### config.mk
export PLATFORM = sky130hd
export DESIGN_NAME = axi_sram_responder_flat
export DESIGN_NICKNAME = d
export VERILOG_FILES = /design/src/rtl/axi_sram_responder_pkg.sv /design/src/rtl/axi_sram_responder_if.sv /design/src/rtl/axi_sram_responder_arb.sv /design/src/rtl/axi_sram_responder.sv /design/src/flat_wrapper.sv
export SDC_FILE = /design/constraint.sdc
export NUM_CORES = 1
export LEC_CHECK = 0
export CAP_MARGIN = 5
export CORE_AREA = 2 2 114 116
export DETAILED_ROUTE_END_ITERATION = 10
export DIE_AREA = 0 0 116 118
export PLACE_DENSITY = 0.8
export SLEW_MARGIN = 25
export SYNTH_ARGS = -nofsm -noshare
export SYNTH_HDL_FRONTEND = slang
export SYNTH_HIERARCHICAL = 1
export SYNTH_SLANG_ARGS = --single-unit
### constraint.sdc
create_clock -name clk -period 3.86 [get_ports clk]
set_input_delay 0.772 -clock clk [delete_from_list [all_inputs] [get_ports clk]]
set_output_delay 0.772 -clock clk [all_outputs]
set_load 0.02 [all_outputs]
### src/rtl/axi_sram_responder_pkg.sv
// Shared definitions for the AXI4 SRAM responder.
// Bus width macros match the ones already used by the DMA master. Localparam
// mirrors of the macros, response and burst codes, the FSM state type and a
// burst legality check are shared by the responder files.

`ifndef ID_WIDTH
`define ID_WIDTH 4
`endif
`ifndef ADDR_WIDTH
`define ADDR_WIDTH 32
`endif
`ifndef DATA_WIDTH
`define DATA_WIDTH 32
`endif
`ifndef LEN_WIDTH
`define LEN_WIDTH 8
`endif
`ifndef SIZE_WIDTH
`define SIZE_WIDTH 3
`endif
`ifndef BURST_WIDTH
`define BURST_WIDTH 2
`endif
`ifndef BRESP_WIDTH
`define BRESP_WIDTH 2
`endif
`ifndef RRESP_WIDTH
`define RRESP_WIDTH 2
`endif

package axi_sram_responder_pkg;

  localparam int unsigned ID_W    = `ID_WIDTH;
  localparam int unsigned ADDR_W  = `ADDR_WIDTH;
  localparam int unsigned DATA_W  = `DATA_WIDTH;
  localparam int unsigned LEN_W   = `LEN_WIDTH;
  localparam int unsigned SIZE_W  = `SIZE_WIDTH;
  localparam int unsigned BURST_W = `BURST_WIDTH;
  localparam int unsigned BRESP_W = `BRESP_WIDTH;
  localparam int unsigned RRESP_W = `RRESP_WIDTH;

  localparam logic [BURST_W-1:0] BURST_INCR  = 2'b01;
  localparam logic [SIZE_W-1:0]  SIZE_WORD   = 3'd2;
  localparam logic [1:0]         RESP_OKAY   = 2'b00;
  localparam logic [1:0]         RESP_SLVERR = 2'b10;

  typedef enum logic [2:0] {
    ST_IDLE,
    ST_WR_DATA,
    ST_WR_RESP,
    ST_RD_REQ,
    ST_RD_DATA
  } axi_rsp_state_e;

  // A burst is refused when it is not full-word INCR or its last word falls
  // outside the SRAM.
  function automatic logic burst_err(input logic [SIZE_W-1:0]  size,
                                     input logic [BURST_W-1:0] burst,
                                     input logic [31:0]        word,
                                     input logic [LEN_W-1:0]   len,
                                     input int unsigned        mem_words);
    return (size != SIZE_WORD) || (burst != BURST_INCR) ||
           ((word + 32'(len)) >= mem_words);
  endfunction

endpackage

### src/rtl/axi_sram_responder_if.sv
// AXI4 bus between the DMA master and the SRAM responder.
// slave modport: responder side (AW/W/AR payload and valids in, readies and
// B/R responses out). master modport: the mirror image.

interface axi_sram_responder_if;
  import axi_sram_responder_pkg::*;

  logic [ID_W-1:0]      awid_s_i;
  logic [ADDR_W-1:0]    awaddr_s_i;
  logic [LEN_W-1:0]     awlen_s_i;
  logic [SIZE_W-1:0]    awsize_s_i;
  logic [BURST_W-1:0]   awburst_s_i;
  logic                 awvalid_s_i;
  logic                 awready_s_o;

  logic [DATA_W-1:0]    wdata_s_i;
  logic [DATA_W/8-1:0]  wstrb_s_i;
  logic                 wlast_s_i;
  logic                 wvalid_s_i;
  logic                 wready_s_o;

  logic [ID_W-1:0]      bid_s_o;
  logic [BRESP_W-1:0]   bresp_s_o;
  logic                 bvalid_s_o;
  logic                 bready_s_i;

  logic [ID_W-1:0]      arid_s_i;
  logic [ADDR_W-1:0]    araddr_s_i;
  logic [LEN_W-1:0]     arlen_s_i;
  logic [SIZE_W-1:0]    arsize_s_i;
  logic [BURST_W-1:0]   arburst_s_i;
  logic                 arvalid_s_i;
  logic                 arready_s_o;

  logic [ID_W-1:0]      rid_s_o;
  logic [DATA_W-1:0]    rdata_s_o;
  logic                 rlast_s_o;
  logic                 rvalid_s_o;
  logic [RRESP_W-1:0]   rresp_s_o;
  logic                 rready_s_i;

  modport slave (
    input  awid_s_i, awaddr_s_i, awlen_s_i, awsize_s_i, awburst_s_i, awvalid_s_i,
    output awready_s_o,
    input  wdata_s_i, wstrb_s_i, wlast_s_i, wvalid_s_i,
    output wready_s_o,
    output bid_s_o, bresp_s_o, bvalid_s_o,
    input  bready_s_i,
    input  arid_s_i, araddr_s_i, arlen_s_i, arsize_s_i, arburst_s_i, arvalid_s_i,
    output arready_s_o,
    output rid_s_o, rdata_s_o, rlast_s_o, rvalid_s_o, rresp_s_o,
    input  rready_s_i
  );

  modport master (
    output awid_s_i, awaddr_s_i, awlen_s_i, awsize_s_i, awburst_s_i, awvalid_s_i,
    input  awready_s_o,
    output wdata_s_i, wstrb_s_i, wlast_s_i, wvalid_s_i,
    input  wready_s_o,
    input  bid_s_o, bresp_s_o, bvalid_s_o,
    output bready_s_i,
    output arid_s_i, araddr_s_i, arlen_s_i, arsize_s_i, arburst_s_i, arvalid_s_i,
    input  arready_s_o,
    input  rid_s_o, rdata_s_o, rlast_s_o, rvalid_s_o, rresp_s_o,
    output rready_s_i
  );

endinterface

### src/rtl/axi_sram_responder_arb.sv
// axi_rsp_arb: 1-bit round-robin arbiter between AW and AR.
// Ports: clk, rst (sync, active-high), en (responder idle), aw_valid,
// ar_valid in; aw_gnt, ar_gnt out (mutually exclusive).
// prio_wr resets to 1 (write first) and flips after every grant.

module axi_rsp_arb (
  input  logic clk,
  input  logic rst,
  input  logic en,
  input  logic aw_valid,
  input  logic ar_valid,
  output logic aw_gnt,
  output logic ar_gnt
);

  logic prio_wr;

  always_comb begin
    aw_gnt = en & aw_valid & (~ar_valid | prio_wr);
    ar_gnt = en & ar_valid & (~aw_valid | ~prio_wr);
  end

  always_ff @(posedge clk) begin
    if (rst) begin
      prio_wr <= 1'b1;
    end else if (aw_gnt | ar_gnt) begin
      prio_wr <= ~prio_wr;
    end
  end

endmodule

### src/rtl/axi_sram_responder.sv
// axi_sram_responder: AXI4 slave serving INCR bursts from a word-organised
// single-port SRAM, one transaction at a time, one SRAM access per beat.
// Ports: clk, rst (sync, active-high); axi (AXI4 slave modport);
// mem_cs_o / mem_addr_o / mem_wdata_o / mem_web_o (active-low byte write
// enables) to the SRAM and mem_rdata_i from it (1-cycle read latency).

module axi_sram_responder
  import axi_sram_responder_pkg::*;
#(
  parameter int unsigned MEM_WORDS = 65536,
  parameter int unsigned AW_MEM    = $clog2(MEM_WORDS)
) (
  input  logic                 clk,
  input  logic                 rst,
  axi_sram_responder_if.slave  axi,
  output logic                 mem_cs_o,
  output logic [AW_MEM-1:0]    mem_addr_o,
  output logic [31:0]          mem_wdata_o,
  output logic [3:0]           mem_web_o,
  input  logic [31:0]          mem_rdata_i
);

  axi_rsp_state_e     state;
  logic [ID_W-1:0]    id_q;
  logic [LEN_W-1:0]   len_q;
  logic [LEN_W-1:0]   beat_q;
  logic [AW_MEM-1:0]  addr_q;
  logic               err_q;
  logic               rd_first;
  logic [DATA_W-1:0]  rdata_q;
  logic [DATA_W-1:0]  rdata_now;
  logic               aw_gnt;
  logic               ar_gnt;
  logic               last_beat;
  logic               mem_we;
  logic               mem_rd;
  logic               unused_addr_bits;

  // Byte offset and bits above the SRAM range take no part in addressing.
  assign unused_addr_bits = ^{axi.awaddr_s_i, axi.araddr_s_i};

  axi_rsp_arb u_arb (
    .clk      (clk),
    .rst      (rst),
    .en       ((state == ST_IDLE) && !rst),
    .aw_valid (axi.awvalid_s_i),
    .ar_valid (axi.arvalid_s_i),
    .aw_gnt   (aw_gnt),
    .ar_gnt   (ar_gnt)
  );

  assign last_beat = (beat_q == len_q);
  assign rdata_now = err_q ? '0 : mem_rdata_i;

  always_ff @(posedge clk) begin
    if (rst) begin
      state    <= ST_IDLE;
      id_q     <= '0;
      len_q    <= '0;
      beat_q   <= '0;
      addr_q   <= '0;
      err_q    <= 1'b0;
      rd_first <= 1'b0;
      rdata_q  <= '0;
    end else begin
      unique case (state)
        ST_IDLE: begin
          if (aw_gnt) begin
            id_q   <= axi.awid_s_i;
            len_q  <= axi.awlen_s_i;
            beat_q <= '0;
            addr_q <= axi.awaddr_s_i[AW_MEM+1:2];
            err_q  <= burst_err(axi.awsize_s_i, axi.awburst_s_i,
                                32'(axi.awaddr_s_i[AW_MEM+1:2]),
                                axi.awlen_s_i, MEM_WORDS);
            state  <= ST_WR_DATA;
          end else if (ar_gnt) begin
            id_q   <= axi.arid_s_i;
            len_q  <= axi.arlen_s_i;
            beat_q <= '0;
            addr_q <= axi.araddr_s_i[AW_MEM+1:2];
            err_q  <= burst_err(axi.arsize_s_i, axi.arburst_s_i,
                                32'(axi.araddr_s_i[AW_MEM+1:2]),
                                axi.arlen_s_i, MEM_WORDS);
            state  <= ST_RD_REQ;
          end
        end
        ST_WR_DATA: begin
          if (axi.wvalid_s_i) begin
            // wlast must coincide with beat len; any disagreement poisons the burst.
            if (axi.wlast_s_i != last_beat) err_q <= 1'b1;
            addr_q <= addr_q + 1'b1;
            beat_q <= beat_q + 1'b1;
            if (last_beat) state <= ST_WR_RESP;
          end
        end
        ST_WR_RESP: begin
          if (axi.bready_s_i) state <= ST_IDLE;
        end
        ST_RD_REQ: begin
          rd_first <= 1'b1;
          state    <= ST_RD_DATA;
        end
        ST_RD_DATA: begin
          if (rd_first) begin
            rd_first <= 1'b0;
            rdata_q  <= rdata_now;
          end
          if (axi.rready_s_i) begin
            if (last_beat) begin
              state <= ST_IDLE;
            end else begin
              addr_q <= addr_q + 1'b1;
              beat_q <= beat_q + 1'b1;
              state  <= ST_RD_REQ;
            end
          end
        end
        default: state <= ST_IDLE;
      endcase
    end
  end

  // SRAM strobes are qualified with rst so a reset cycle never writes.
  always_comb begin
    mem_we      = (state == ST_WR_DATA) && axi.wvalid_s_i && !err_q && !rst;
    mem_rd      = (state == ST_RD_REQ) && !err_q && !rst;
    mem_cs_o    = mem_we | mem_rd;
    mem_addr_o  = addr_q;
    mem_web_o   = mem_we ? ~axi.wstrb_s_i : '1;
    mem_wdata_o = mem_we ? axi.wdata_s_i : '0;
  end

  always_comb begin
    axi.awready_s_o = aw_gnt;
    axi.arready_s_o = ar_gnt;
    axi.wready_s_o  = (state == ST_WR_DATA);
    axi.bvalid_s_o  = (state == ST_WR_RESP);
    axi.bid_s_o     = id_q;
    axi.bresp_s_o   = ((state == ST_WR_RESP) && err_q) ? RESP_SLVERR : RESP_OKAY;
    axi.rvalid_s_o  = (state == ST_RD_DATA);
    axi.rid_s_o     = id_q;
    axi.rlast_s_o   = (state == ST_RD_DATA) && last_beat;
    axi.rresp_s_o   = ((state == ST_RD_DATA) && err_q) ? RESP_SLVERR : RESP_OKAY;
    // SRAM data only becomes valid in the first RD_DATA cycle, so it is passed
    // straight through then and held from the capture register afterwards.
    axi.rdata_s_o   = ((state == ST_RD_DATA) && rd_first) ? rdata_now : rdata_q;
  end

endmodule

### src/flat_wrapper.sv
// flat-port wrapper written by rule: the top's interface ports become plain ports
module axi_sram_responder_flat import axi_sram_responder_pkg::*;
#(
  parameter int unsigned MEM_WORDS = 65536,
  parameter int unsigned AW_MEM    = $clog2(MEM_WORDS)
)
  (clk, rst, mem_cs_o, mem_addr_o, mem_wdata_o, mem_web_o, mem_rdata_i, axi_awid_s_i, axi_awaddr_s_i, axi_awlen_s_i, axi_awsize_s_i, axi_awburst_s_i, axi_awvalid_s_i, axi_awready_s_o, axi_wdata_s_i, axi_wstrb_s_i, axi_wlast_s_i, axi_wvalid_s_i, axi_wready_s_o, axi_bid_s_o, axi_bresp_s_o, axi_bvalid_s_o, axi_bready_s_i, axi_arid_s_i, axi_araddr_s_i, axi_arlen_s_i, axi_arsize_s_i, axi_arburst_s_i, axi_arvalid_s_i, axi_arready_s_o, axi_rid_s_o, axi_rdata_s_o, axi_rlast_s_o, axi_rvalid_s_o, axi_rresp_s_o, axi_rready_s_i);
  axi_sram_responder_if axi_i ();
  input  logic clk;
  input  logic rst;
  output logic mem_cs_o;
  output logic [AW_MEM-1:0] mem_addr_o;
  output logic [31:0] mem_wdata_o;
  output logic [3:0] mem_web_o;
  input  logic [31:0] mem_rdata_i;
  input wire logic [$bits(axi_i.awid_s_i)-1:0] axi_awid_s_i;
  input wire logic [$bits(axi_i.awaddr_s_i)-1:0] axi_awaddr_s_i;
  input wire logic [$bits(axi_i.awlen_s_i)-1:0] axi_awlen_s_i;
  input wire logic [$bits(axi_i.awsize_s_i)-1:0] axi_awsize_s_i;
  input wire logic [$bits(axi_i.awburst_s_i)-1:0] axi_awburst_s_i;
  input wire logic [$bits(axi_i.awvalid_s_i)-1:0] axi_awvalid_s_i;
  output wire logic [$bits(axi_i.awready_s_o)-1:0] axi_awready_s_o;
  input wire logic [$bits(axi_i.wdata_s_i)-1:0] axi_wdata_s_i;
  input wire logic [$bits(axi_i.wstrb_s_i)-1:0] axi_wstrb_s_i;
  input wire logic [$bits(axi_i.wlast_s_i)-1:0] axi_wlast_s_i;
  input wire logic [$bits(axi_i.wvalid_s_i)-1:0] axi_wvalid_s_i;
  output wire logic [$bits(axi_i.wready_s_o)-1:0] axi_wready_s_o;
  output wire logic [$bits(axi_i.bid_s_o)-1:0] axi_bid_s_o;
  output wire logic [$bits(axi_i.bresp_s_o)-1:0] axi_bresp_s_o;
  output wire logic [$bits(axi_i.bvalid_s_o)-1:0] axi_bvalid_s_o;
  input wire logic [$bits(axi_i.bready_s_i)-1:0] axi_bready_s_i;
  input wire logic [$bits(axi_i.arid_s_i)-1:0] axi_arid_s_i;
  input wire logic [$bits(axi_i.araddr_s_i)-1:0] axi_araddr_s_i;
  input wire logic [$bits(axi_i.arlen_s_i)-1:0] axi_arlen_s_i;
  input wire logic [$bits(axi_i.arsize_s_i)-1:0] axi_arsize_s_i;
  input wire logic [$bits(axi_i.arburst_s_i)-1:0] axi_arburst_s_i;
  input wire logic [$bits(axi_i.arvalid_s_i)-1:0] axi_arvalid_s_i;
  output wire logic [$bits(axi_i.arready_s_o)-1:0] axi_arready_s_o;
  output wire logic [$bits(axi_i.rid_s_o)-1:0] axi_rid_s_o;
  output wire logic [$bits(axi_i.rdata_s_o)-1:0] axi_rdata_s_o;
  output wire logic [$bits(axi_i.rlast_s_o)-1:0] axi_rlast_s_o;
  output wire logic [$bits(axi_i.rvalid_s_o)-1:0] axi_rvalid_s_o;
  output wire logic [$bits(axi_i.rresp_s_o)-1:0] axi_rresp_s_o;
  input wire logic [$bits(axi_i.rready_s_i)-1:0] axi_rready_s_i;
  assign axi_i.awid_s_i = axi_awid_s_i;
  assign axi_i.awaddr_s_i = axi_awaddr_s_i;
  assign axi_i.awlen_s_i = axi_awlen_s_i;
  assign axi_i.awsize_s_i = axi_awsize_s_i;
  assign axi_i.awburst_s_i = axi_awburst_s_i;
  assign axi_i.awvalid_s_i = axi_awvalid_s_i;
  assign axi_awready_s_o = axi_i.awready_s_o;
  assign axi_i.wdata_s_i = axi_wdata_s_i;
  assign axi_i.wstrb_s_i = axi_wstrb_s_i;
  assign axi_i.wlast_s_i = axi_wlast_s_i;
  assign axi_i.wvalid_s_i = axi_wvalid_s_i;
  assign axi_wready_s_o = axi_i.wready_s_o;
  assign axi_bid_s_o = axi_i.bid_s_o;
  assign axi_bresp_s_o = axi_i.bresp_s_o;
  assign axi_bvalid_s_o = axi_i.bvalid_s_o;
  assign axi_i.bready_s_i = axi_bready_s_i;
  assign axi_i.arid_s_i = axi_arid_s_i;
  assign axi_i.araddr_s_i = axi_araddr_s_i;
  assign axi_i.arlen_s_i = axi_arlen_s_i;
  assign axi_i.arsize_s_i = axi_arsize_s_i;
  assign axi_i.arburst_s_i = axi_arburst_s_i;
  assign axi_i.arvalid_s_i = axi_arvalid_s_i;
  assign axi_arready_s_o = axi_i.arready_s_o;
  assign axi_rid_s_o = axi_i.rid_s_o;
  assign axi_rdata_s_o = axi_i.rdata_s_o;
  assign axi_rlast_s_o = axi_i.rlast_s_o;
  assign axi_rvalid_s_o = axi_i.rvalid_s_o;
  assign axi_rresp_s_o = axi_i.rresp_s_o;
  assign axi_i.rready_s_i = axi_rready_s_i;
  axi_sram_responder #(.MEM_WORDS(MEM_WORDS), .AW_MEM(AW_MEM)) u_core (.clk(clk), .rst(rst), .axi(axi_i), .mem_cs_o(mem_cs_o), .mem_addr_o(mem_addr_o), .mem_wdata_o(mem_wdata_o), .mem_web_o(mem_web_o), .mem_rdata_i(mem_rdata_i));
endmodule
==> out/metrics.cfg, run 1 <==
[status]
status = complete, no violations

[min_path]
hold_path_depth = 2
hp-class = register to register

[clocking]
clock_latency_ns = 0.34
cts_tree = built
cts_max_level = 3
cts_made_buffers = 9
cts_hold_buf = 0
ctsResizeCount = 0
root_buffer = clkbuf_16
clk_path_buf_depth = 2
clk_pin_slew_ns = 0.06
cts.sinks = 74
cts_setup_buffers = 0

[layout]
drive_gt1_frac = 0.0533
antennaDiodeCount = 0
fillCellCount = 1150
area_growth_pct = 61.3
nets = 1011
multi_input_area_mm2 = 0.00294
fin_cells = 998
seqCellArea_mm2 = 0.00148

[global_routing]
antenna_found_initial = 0
grt_usage = 0.207
grt_pass1_vias = 4610
grt.overflow.total = 0
grt_pass1_wl_um = 22700
grt_max_degree = 44

[routing]
detail_route.wl_per_cell_um = 14.6
wl_um = 14600
final_antenna_net_count = 0
routed-via-count = 5050
vias_per_cell = 5.06
firstDrtPassIters = 5
dr.first_iter.drc_count = 267
drc = 0

[critical_path]
worstSetupPathType = input pin to output port
critPathLaunch = axi_wvalid_s_i
crit_path_end = mem_wdata_o[11]
cp_data_required_time_ns = 3.09
cp_slowest_cell = clkdlybuf4s50_1
max_stage_delay_ns = 0.62
r2r_setup_slack_ns = 0.80
worst-endpoint-arrival_ns = 2.82
worstReg2RegEnd = u_core/mem_addr_o[12]
cp_cell_sequence = clkdlybuf4s50_1, nand4bb_1, nor3_2, buf_4, and2_1, clkdlybuf4s50_1
start_kind = input pin
crit_path_end_kind = output port
path_max_fanout = 36
reg2regPathDepth = 10
cpMostUsedCell = clkdlybuf4s50_1
r2r_start = u_core/state[1]

[pwr]
clkPwrFrac = 0.214
power_frac_comb = 0.508
ir_drop_v = 0.000311
power_switching_mw = 1.55
power_density_mw_per_mm2 = 517
power.internal_mw = 2.32
sequentialPowerShare = 0.278
p_leak_nw = 2.77
sw_frac_of_total = 0.401
finalPower_mw = 3.87

[synthesis]
ys_dominant_reg_cell = dfxtp_1
synth_edf_count = 0
netlist_instances = 599
ys_ff_latch = 74
syn-cell-area_mm2 = 0.00464
yosysWarnings = 6
synth-async-reset-ratio = 0
synth_cell_type_count = 52
yosysSeqAreaShare = 0.319
avgSynthCellArea_um2 = 7.75

[floorplanning]
start_util = 0.374
dieHeight_um = 118
die_width_um = 116
fp.coreArea_mm2 = 0.0124
ios = 277
rows = 41
dieArea_mm2 = 0.0137

[place]
dpl.cell_count = 982
port_buffers = 242
gp_congestion = 0.866
place_hpwl_um = 11200

[timing]
relSlewSlack = 0.335
fin_skew_ns = 0.0125
final-setup-viol-count = 0
fmax_mhz = 278
hold_viol = 0
worstMarginPinSlew_ns = 0.993
slew_viol_final = 0
min_period_ns = 3.60
post-route-period-util = 0.931
fin_tns_setup_ns = 0
rsz0062_at_grt = no

[job]
drv_cap = 0

flip-flops by register name, indices dropped and copies added (netlist names):
name / flops
u_core/state: 3
u_core/rdata_q: 32
u_core/err_q: 1
u_core/rd_first: 1
u_core/u_arb/prio_wr: 1
u_core/axi.bid_s_o: 4
u_core/mem_addr_o: 16
u_core/beat_q: 8
u_core/len_q: 8
worst max-delay path: cells and delay by family:
family,cells,cell delay [ns]
buffers and inverters,3,1.46
AND/OR/NAND/NOR,3,0.59
layer usage:
layer,up-vias,part of all wire,track usage
met3,22,0.087,0.0489
met2,222,0.47,0.352
met4,0,0.018,0.0685
met5,-,0,0
li1,2537,-,-
met1,2269,0.42,0.254
power groups by stage:
stage	clock network, mW	logic, mW	registers (mW)
finish	0.827	1.97	1.08
global route	0.878	2.14	1.10
CTS	0.847	1.97	1.08
detailed placement	0	1.96	1.09
global placement	0	1.94	1.09
floorplan	0	1.19	1.16
how the worst min path moves through the flow:
stage,to,from
after detailed placement,u_core/mem_addr_o[15],u_core/mem_addr_o[15]
after global placement,u_core/mem_addr_o[15],u_core/mem_addr_o[15]
after CTS,u_core/mem_addr_o[15],u_core/mem_addr_o[15]
after floorplan,u_core/rd_first,u_core/rd_first
after global routing,u_core/mem_addr_o[15],u_core/mem_addr_o[15]
final,u_core/mem_addr_o[15],u_core/mem_addr_o[15]
cell usage in the layout, fill, tap and decap left out, types with 2 or more instances in the layout:
cell type,n
nand2b_1,33
and3_1,2
nand4bb_1,2
nand3_1,11
nand4_1,9
o211ai_1,4
clkbuf_16,9
nor3_1,8
conb_1,2
and4_1,4
inv_1,7
or4_1,4
nor3b_1,2
clkdlybuf4s50_1,242
nor4b_1,2
buf_4,12
nand2_1,64
o21ai_0,61
nor2_1,47
a21oi_1,35
dfxtp_1,74
nor4_1,6
or2_2,2
xnor2_1,10
mux2i_1,30
o221a_2,3
and4b_1,2
clkinv_2,4
and2_1,68
or3_1,4
ha_1,16
o31ai_1,6
o31a_1,2
a211oi_1,14
through the flow:
stage          hold WS [ns]  cell area (um^2)  setup slack [ns]  utilization
6_report              0.487              7490             0.265        0.603
2_1_floorplan         0.460              4650             0.511            -
4_1_cts               0.487              7490             0.242        0.603
3_3_place_gp          0.466              7200             0.250        0.580
3_5_place_dp          0.476              7200             0.250        0.580
5_1_grt               0.501              7490             0.129        0.603
area by class of cell:
class                           count  share of cell area
Timing Repair Buffer              255               0.338
Clock inverter                      7             0.00902
Tap cell                          172              0.0287
Inverter                            7             0.00351
Sequential cell                    74               0.198
Clock buffer                        9              0.0301
Multi-Input combinational cell    474               0.393
synthesized netlist by cell type (all sizes together), types with 2 or more instances:
master   number  share of area
dfxtp        74           0.32
and2         68          0.092
nand2        65          0.053
o21ai        63          0.069
nor2         48          0.039
a21oi        36          0.039
nand2b       33          0.044
mux2i        30          0.065
clkbuf       25          0.020
buf          20          0.027
ha           16          0.043
a211oi       14          0.023
nand3        11          0.012
xnor2        10          0.019
nand4         9          0.012
nor3          9         0.0097
inv           7         0.0057
o31ai         7          0.011
nor4          6         0.0081
and4          4         0.0075
o211ai        4         0.0065
or3           4         0.0054
or4           4         0.0065
o221a         3         0.0073
and3          2         0.0027
and4b         2         0.0043
nand4bb       2         0.0049
nor2b         2         0.0043
nor3b         2         0.0032
nor4b         2         0.0038
o31a          2         0.0038
or2           2         0.0027
logic make-up (layout without fill, tap and decap cells):
family / after synthesis / count (layout) / share of synthesized area
other: 1 / 2 / 0.000808
AOI/OAI and AO/OA: 139 / 139 / 0.181
buffers and inverters: 52 / 278 / 0.0531
adders and majority gates: 16 / 16 / 0.0431
xor gates and xnor gates: 10 / 10 / 0.0189
DFF: 74 / 74 / 0.319
and+or+nand+nor: 276 / 276 / 0.317
muxes: 31 / 31 / 0.0671
Note: power is estimated with default switching activity, not from simulation.
==> run 2, diff against run 1 <==
--- a/config.mk
+++ b/config.mk
@@ -6,11 +6,10 @@
 export NUM_CORES = 1
 export LEC_CHECK = 0
 export CAP_MARGIN = 5
-export CORE_AREA = 2 2 114 116
+export CORE_AREA = 4 4 116 118
 export DETAILED_ROUTE_END_ITERATION = 10
-export DIE_AREA = 0 0 116 118
+export DIE_AREA = 0 0 120 122
 export PLACE_DENSITY = 0.8
-export SLEW_MARGIN = 25
 export SYNTH_ARGS = -nofsm -noshare
 export SYNTH_HDL_FRONTEND = slang
 export SYNTH_HIERARCHICAL = 1
==> run 2 against run 1 <==
  * Sequential power about the same
  * Fmax decreased by 1.0%
  * Die area increased by 7.0%
  * Register-to-register slack got worse by 0.02 ns
  * First-iteration DRC count increased by 5.2%
  * Hold slack about the same
  * Via count decreased by 1.7%
  * Total power increased by 5.5%
  * Routed wire length increased by 3.5%
  * Non-clock buffer count increased by 2
  * Cell area increased by 1.1%
  * Worst setup slack got worse by 0.037 ns
==> out/metrics.cfg, run 2 (synthesis results as in run 1) <==
[timing]
min_period_ns = 3.63
rsz0062_at_grt = no
hold_viol = 0
fin_tns_setup_ns = 0
post-route-period-util = 0.941
relSlewSlack = 0.296
final-setup-viol-count = 0
fin_skew_ns = 0.00913
worstMarginPinSlew_ns = 1.05
fin_ws_ns = 0.228
slew_viol_final = 0
fmax_mhz = 275

[floorplanning]
ios = 277
dieHeight_um = 122
fp.coreArea_mm2 = 0.0125
die_width_um = 120
start_util = 0.372
rows = 41
dieArea_mm2 = 0.0146

[critical_path]
max_stage_delay_ns = 0.61
reg2regPathDepth = 11
r2r_start = u_core/state[1]
cp_top_family = buffers and inverters
path_max_fanout = 36
worstReg2RegEnd = u_core/err_q
start_kind = input pin
critPathBufInv = 3
worst-endpoint-arrival_ns = 2.86
cpMostUsedCell = clkdlybuf4s50_1
cp_slowest_cell = clkdlybuf4s50_1
cp_data_required_time_ns = 3.09
critPathLaunch = axi_wvalid_s_i
crit_path_end_kind = output port
cp_cell_sequence = clkdlybuf4s50_1, nand4bb_1, nor3_2, buf_4, and2_1, clkdlybuf4s50_1
r2r_setup_slack_ns = 0.78
worstSetupPathType = input pin to output port

[layout]
fin_cells = 1000
antennaDiodeCount = 0
area_growth_pct = 63.2
max_flop_register = u_core/rdata_q
drive_gt1_frac = 0.0556
largest_reg_flops = 32
layout_common_cells = clkdlybuf4s50_1 (242), dfxtp_1 (74), and2_1 (68), nand2_1 (64), o21ai_0 (61)
fin_util = 0.608
nets = 1013
final_common_cell = clkdlybuf4s50_1

[global_routing]
grt_pass1_vias = 4659
grt_usage = 0.200
antenna_found_initial = 0
grt.overflow.total = 0
grt_max_degree = 47
grt_use_met3 = 0.0576
top_usage_layer = met2
grt_use_met1 = 0.260
met2_usage = 0.325
grt_pass1_wl_um = 23700

[pwr]
ir_drop_v = 0.000336
p_leak_nw = 2.80
finalPower_mw = 4.08
power_density_mw_per_mm2 = 539

[place]
place_hpwl_um = 11700
place_ws_ns = 0.218
port_buffers = 242
dpl.cell_count = 984
gp_congestion = 0.877

[routing]
dr.first_iter.drc_count = 281
vias_per_cell = 4.96
routed-via-count = 4963
detail_route.wl_per_cell_um = 15.1
firstDrtPassIters = 5
wl_um = 15100
drc = 0
final_antenna_net_count = 0

[clocking]
clk_path_buf_depth = 2
ctsResizeCount = 0
cts_hold_buf = 0
cts_setup_buffers = 0
clock_latency_ns = 0.33
cts_tree = built
root_buffer = clkbuf_16
cts_made_buffers = 9
cts_max_level = 3
cts.sinks = 74
clk_pin_slew_ns = 0.06

[min_path]
hp-class = register to register
holdPathEnd = u_core/mem_addr_o[15]
hold_path_depth = 2
min-delay-start = u_core/mem_addr_o[15]

[job]
drv_cap = 0

[status]
status = complete, no violations

run 2: changes by cell type in the layout (fill, tap and decap cells not counted), sizes merged:
| cell | before | now |
|---|---|---|
| clkbuf | 9 | 10 |
| buf | 13 | 15 |
| clkinvlp | 0 | 1 |
| bufinv | 1 | 4 |
| clkinv | 5 | 0 |
run 2: layout make-up:
class                      instances  area [um^2]
fill                            1147         4890
multi-input combinational        474         2940
timing repair buffer             257         2530
sequential                        74         1480
clock buffer                      10          239
tap                              172          215
clock inverter                     6          136
inverter                           7         26.3
run 2: report_power, final:
group          switching (mW)  internal [mW]  leakage (nW)
sequential              0.155          0.918         0.601
clock                   0.329          0.717         0.179
combinational            1.06          0.902          2.02
total                    1.55           2.54          2.80
run 2: worst max-delay path by stage:
| stage | to | slack [ns] | cells after the start |
|---|---|---|---|
| 2_1_floorplan | u_core/beat_q[5] | 0.51 | 12 |
| 3_3_place_gp | mem_wdata_o[20] | 0.24 | 6 |
| 3_5_place_dp | mem_wdata_o[10] | 0.22 | 6 |
| 4_1_cts | mem_wdata_o[10] | 0.21 | 6 |
| 5_1_grt | mem_wdata_o[10] | 0.06 | 6 |
| 6_report | mem_wdata_o[10] | 0.23 | 6 |
run 2: layer usage:
layer / vias to the layer above / share of wire / wire [um]
met5: - / 0 / 0
met4: 0 / 0.013 / 199
met3: 15 / 0.092 / 1380
met2: 216 / 0.46 / 6980
met1: 2197 / 0.43 / 6500
li1: 2535 / - / -
run 2: metrics by stage:
stage	area [um^2]	hold WS (ns)
after floorplan	4650	0.460
after global placement	7200	0.467
after detailed placement	7200	0.477
after CTS	7570	0.490
after global routing	7570	0.513
final	7570	0.488
run 2: worst min-delay path, cell delays in order, from the launching register on:
cell and delay (ns):
dfxtp_1 0.32, nand2_1 0.06, o32ai_1 0.06
